`config.mk`:
```
export PLATFORM = sky130hd
export DESIGN_NAME = key_event_decoder
export DESIGN_NICKNAME = d
export VERILOG_FILES = /design/src/rtl/key_pkg.sv /design/src/rtl/key_edge_track.sv /design/src/rtl/key_event_decoder.sv
export SDC_FILE = /design/constraint.sdc
export NUM_CORES = 1
export LEC_CHECK = 0
export BUFFER_PORTS_ARGS = -buffer_cell sky130_fd_sc_hd__buf_2
export CAP_MARGIN = 20
export CELL_PAD_IN_SITES_DETAIL_PLACEMENT = 1
export CELL_PAD_IN_SITES_GLOBAL_PLACEMENT = 1
export CORE_MARGIN = 2
export CORE_UTILIZATION = 40
export DETAILED_ROUTE_END_ITERATION = 7
export PLACE_DENSITY = 0.72
export SLEW_MARGIN = 30
export SYNTH_ARGS = -nofsm -noshare
export SYNTH_HDL_FRONTEND = slang
export SYNTH_HIERARCHICAL = 1
export SYNTH_SLANG_ARGS = --single-unit
```
`constraint.sdc`:
```
create_clock -name clk -period 6.3 [get_ports clk]
set_input_delay 0.63 -clock clk [delete_from_list [all_inputs] [get_ports clk]]
set_output_delay 0.63 -clock clk [all_outputs]
set_load 0.01 [all_outputs]
```
`src/rtl/key_pkg.sv`:
```
// Shared types and 50 MHz default timing for the key gesture decoder.
// The default timings are 1 s long press, 300 ms double-click gap and 200 ms auto-repeat.
package key_pkg;

  typedef enum logic [2:0] {
    IDLE,
    PRESS1,
    WAIT2,
    PRESS2,
    LONG
  } key_state_e;

  localparam int unsigned LONG_CYC_DEF   = 50_000_000;
  localparam int unsigned DCLK_CYC_DEF   = 15_000_000;
  localparam int unsigned REPEAT_CYC_DEF = 10_000_000;
  localparam int unsigned CNT_W_DEF      = 26;

endpackage

```
`src/rtl/key_edge_track.sv`:
```
// Turns debouncer flag/key_value into press/release strobes; the strobes are combinational in the flag cycle.
// Flag strobes are never stalled; a flag whose level matches the tracked level produces no strobe.
module key_edge_track (
  input  logic clk,
  input  logic rst_n,
  input  logic flag,
  input  logic key_value,
  output logic press_stb,
  output logic release_stb,
  output logic stable_lvl
);

  logic stable_lvl_q;
  logic stable_lvl_d;

  always_comb begin
    stable_lvl_d = stable_lvl_q;
    if (flag) begin
      stable_lvl_d = key_value;
    end
  end

  always_ff @(posedge clk or negedge rst_n) begin
    if (!rst_n) begin
      stable_lvl_q <= 1'b1;
    end else begin
      stable_lvl_q <= stable_lvl_d;
    end
  end

  // Active-low key: a 1->0 transition is a press.
  assign press_stb   = flag & ~key_value & stable_lvl_q;
  assign release_stb = flag & key_value & ~stable_lvl_q;
  assign stable_lvl  = stable_lvl_q;

endmodule

```
`src/rtl/key_event_decoder.sv`:
```
// Classifies key gestures into single/double/long pulses (registered, one cycle after detection); no backpressure.
// `KEY_REPEAT_EN adds an auto-repeat pulse train while a long press is held; otherwise repeat_pulse is tied 0.
module key_event_decoder
  import key_pkg::*;
#(
  parameter int unsigned LONG_CYC   = LONG_CYC_DEF,
  parameter int unsigned DCLK_CYC   = DCLK_CYC_DEF,
  parameter int unsigned REPEAT_CYC = REPEAT_CYC_DEF,
  parameter int unsigned CNT_W      = CNT_W_DEF
) (
  input  logic clk,
  input  logic rst_n,
  input  logic flag,
  input  logic key_value,
  output logic single_pulse,
  output logic double_pulse,
  output logic long_pulse,
  output logic repeat_pulse,
  output logic key_pressed,
  output logic busy
);

  localparam logic [CNT_W-1:0] LONG_TERM = CNT_W'(LONG_CYC - 1);
  localparam logic [CNT_W-1:0] DCLK_TERM = CNT_W'(DCLK_CYC - 1);

  logic press_stb;
  logic release_stb;
  logic stable_lvl;

  key_edge_track u_edge (
    .clk         (clk),
    .rst_n       (rst_n),
    .flag        (flag),
    .key_value   (key_value),
    .press_stb   (press_stb),
    .release_stb (release_stb),
    .stable_lvl  (stable_lvl)
  );

  key_state_e       state_q, state_d;
  logic [CNT_W-1:0] cnt_q, cnt_d;
  logic             cnt_run;
  logic             cnt_clr;
  logic             single_q, single_d;
  logic             double_q, double_d;
  logic             long_q, long_d;

`ifdef KEY_REPEAT_EN
  localparam logic [CNT_W-1:0] REP_TERM = CNT_W'(REPEAT_CYC - 1);
  logic repeat_q, repeat_d;
`else
  logic unused_repeat_cfg;
  assign unused_repeat_cfg = ^REPEAT_CYC;
`endif

  always_comb begin
    state_d  = state_q;
    cnt_run  = 1'b0;
    cnt_clr  = 1'b0;
    single_d = 1'b0;
    double_d = 1'b0;
    long_d   = 1'b0;
`ifdef KEY_REPEAT_EN
    repeat_d = 1'b0;
`endif
    // Edge strobes are tested before counter terminals so an edge always wins.
    case (state_q)
      IDLE: begin
        if (press_stb) state_d = PRESS1;
      end
      PRESS1: begin
        cnt_run = 1'b1;
        if (release_stb) begin
          state_d = WAIT2;
        end else if (cnt_q == LONG_TERM) begin
          long_d  = 1'b1;
          state_d = LONG;
        end
      end
      WAIT2: begin
        cnt_run = 1'b1;
        if (press_stb) begin
          state_d = PRESS2;
        end else if (cnt_q == DCLK_TERM) begin
          single_d = 1'b1;
          state_d  = IDLE;
        end
      end
      PRESS2: begin
        if (release_stb) begin
          double_d = 1'b1;
          state_d  = IDLE;
        end
      end
      LONG: begin
        if (release_stb) begin
          state_d = IDLE;
        end else begin
`ifdef KEY_REPEAT_EN
          cnt_run = 1'b1;
          if (cnt_q == REP_TERM) begin
            repeat_d = 1'b1;
            cnt_clr  = 1'b1;
          end
`endif
        end
      end
      default: state_d = IDLE;
    endcase

    if (state_d != state_q) cnt_clr = 1'b1;

    cnt_d = cnt_q;
    if (cnt_clr) begin
      cnt_d = '0;
    end else if (cnt_run && (cnt_q != '1)) begin
      cnt_d = cnt_q + CNT_W'(1);
    end
  end

  always_ff @(posedge clk or negedge rst_n) begin
    if (!rst_n) begin
      state_q  <= IDLE;
      cnt_q    <= '0;
      single_q <= 1'b0;
      double_q <= 1'b0;
      long_q   <= 1'b0;
    end else begin
      state_q  <= state_d;
      cnt_q    <= cnt_d;
      single_q <= single_d;
      double_q <= double_d;
      long_q   <= long_d;
    end
  end

`ifdef KEY_REPEAT_EN
  always_ff @(posedge clk or negedge rst_n) begin
    if (!rst_n) begin
      repeat_q <= 1'b0;
    end else begin
      repeat_q <= repeat_d;
    end
  end
  assign repeat_pulse = repeat_q;
`else
  assign repeat_pulse = 1'b0;
`endif

  assign single_pulse = single_q;
  assign double_pulse = double_q;
  assign long_pulse   = long_q;
  assign key_pressed  = ~stable_lvl;
  assign busy         = (state_q != IDLE);

endmodule
```
==> metrics <==
Via density between 6 and 7; placed cell count ~280; postcts setup bufs 0; critical path arrival roughly 2.8 ns; share of post-route cells with drive strength above 1 13.24%; P_leak 0.8161 nW; Antenna Nets Post-Route 0; Max clock buf depth 2; Avg Synthesized Cell Area around 9.6 sq um; top_reg_cell synth dfrtp_1; worst-skew pair later-pin latency about 0.28 ns; first-pass GRT wire length 9108 um; drt total wl 5080 um; CP max stage delay ~0.73 ns; largest net degree at the start of global routing 34; status completed; H-tree level count 2; Die Span Y 76.08 um; io pins 10; most frequent cells in the layout 32 x dfrtp_1, 24 x nor3_1, 12 x xor2_1; setup repair after global routing missed its margin no; unique cell type count in the Yosys netlist 49; VDD IR max ~0.10 mV; largest cells by area after synthesis dfrtp_1 39%, nor3_1 5.8%, xor2_1 5.1%, a211oi_1 3.3%, nand4_1 2.7%; GRT Total Usage 19.39%; routed via count 1757; worst-path fanout max 26; final worst-path setup slack around 3.7 ns; Multi-input gate area roughly 1100 sq um; Mapped Cells between 200 and 250; clk sinks 33; Rows 26; Die X roughly 76 um; crit path time final 2.636 ns; register area 827.0 sq um; cts-stage hold buffer count 0; CTS tree built; Setup Crit Path Kind flip-flop to flip-flop; syn_nets about 220; post-route setup TNS 0 ns; Area after DPL between 2000 and 2500 sq um; fin cells around 290; Final Max Tran Viols 0; Placer Congestion 0.7461; DR WL/cell about 18 um; Layout area overhead 5.599%; CTS buffer count 5; Slew @ Worst Pin ~0.8 ns; power per cell area about 260 nW/um^2; DR pass1 iterations 4; Yosys top cell area share about 39%; Post-synth EDFFs 0; final setup fails 0; worst path required time between 6 and 7 ns; crit path cell chain and4_1 -> nand4_2 -> nor4_1 -> o221a_2 -> nor3_1; Setup Skew ~0.0064 ns; # DRC 0; CP top delay family simple AND/OR/NAND/NOR gates; Iteration-0 DRC Markers 90; CP Capture Type flip-flop; post-cts repair resize count 0; DP HPWL 3444 um; Seq cells post-synth 33; area of the core 5075 sq um; Reg clk slew, reported paths approximately 0.07 ns; max cap viols 0; worst slack at placement between 3 and 4 ns; Fillers 613; most common cell after layout, fill and taps aside dfrtp_1; starting density of the core between 40% and 50%; port bufs 8; sequential element share of the synthesized area just under 40%; leading area contributor after synthesis dfrtp_1; vias in the first global route between 1500 and 2000; Async SR Flop Fraction 100.0%; Fmax achieved 379.4 MHz; clock tree root driver cell clkbuf_8; total die area just under 6000 sq um; n_diodes 0; # nets final 223; Worst path slowest cell o221a_2; final-report hold violation count 0; Final Cell Area 2195 sq um; Mapped Area roughly 2100 sq um; antenna violations before repair 0; relative slew slack a little under half; Remaining Overflow, GRT 0; Bufs and invs on worst path 0; yosys synthesis warning count 6; fraction of the cycle the final worst path needs about two fifths; startpoint types flip-flop; hold crit path type input port to async pin
-- synthesized netlist by cell type, types with 5 or more instances --
cell,n
a211oi_1,9
o2111ai_1,6
or3_1,6
nor2_1,7
nand4_1,9
xnor2_1,5
xor2_1,12
o211ai_1,5
nand2b_1,6
dfrtp_1,32
nor4_1,7
nor3_1,24
nand2_1,11
nand3_1,10
o21ai_0,5
and4_1,5
-- kinds of logic after synthesis --
group           count (synthesis)  synth area share [%]
xor+xnor                       17                 7.164
compound gates                 38                 14.81
flops                          33                 39.80
mux                             3                 1.746
fa+ha+maj                       1                0.6020
buf+inv                        17                 5.057
other cells                     1                0.1804
simple gates                  107                 30.65
-- path summary, 6_finish.rpt --
kind	from	to	slack, ns	depth (start not counted)
max in group asynchronous	rst_n	cnt_q[22]	5.39	1
hold / removal	rst_n	cnt_q[4]	0.42	1
setup / recovery	cnt_q[2]	cnt_q[3]	3.66	5
setup reg to reg	cnt_q[2]	cnt_q[3]	3.66	5
min in group clk	cnt_q[5]	cnt_q[5]	0.59	2
hold reg to reg	cnt_q[5]	cnt_q[5]	0.59	2
-- worst register-to-register path: cells and delay by family, from the launching register on --
| kind | cells | cell delay (ns) |
|---|---|---|
| compound gates | 1 | 0.73 |
| simple gates | 4 | 1.29 |
| flops | 1 | 0.46 |
-- flip-flops by register name, indices dropped and copies added, names as in the netlist --
signal,count
single_pulse,1
double_pulse,1
cnt_q,26
u_edge/stable_lvl,1
long_pulse,1
state_q,3
-- cell type report --
class | instances | area share [%]
Multi-Input combinational cell | 167 | 52.22
Sequential cell | 33 | 37.69
Tap cell | 70 | 3.991
Clock buffer | 6 | 3.307
Timing Repair Buffer | 8 | 1.824
Inverter | 3 | 0.5131
Clock inverter | 2 | 0.4561
-- per-stage QoR --
stage               power (mW)  hold WS (ns)  utilization, %
floorplan               0.3802        0.3344               -
global placement        0.4056        0.5678           41.62
detailed placement      0.4132        0.5766           41.62
CTS                     0.5671        0.4416           43.24
global route            0.5984        0.4793           43.24
finish                  0.5619        0.4174           43.24
-- routing by layer --
| metal | GRT usage [%] | wire, um |
|---|---|---|
| met4 | 4.545 | 48 |
| met3 | 3.555 | 77 |
| met5 | 0 | 0 |
| met2 | 32.86 | 2396 |
| met1 | 25.89 | 2557 |
-- report_power, final --
part           switching, mW  total (mW)  internal, mW
sequential            0.0256       0.251         0.226
combinational          0.110       0.157        0.0470
clock                 0.0775       0.154        0.0765
No activity file was read; power rests on OpenSTA's default activity.
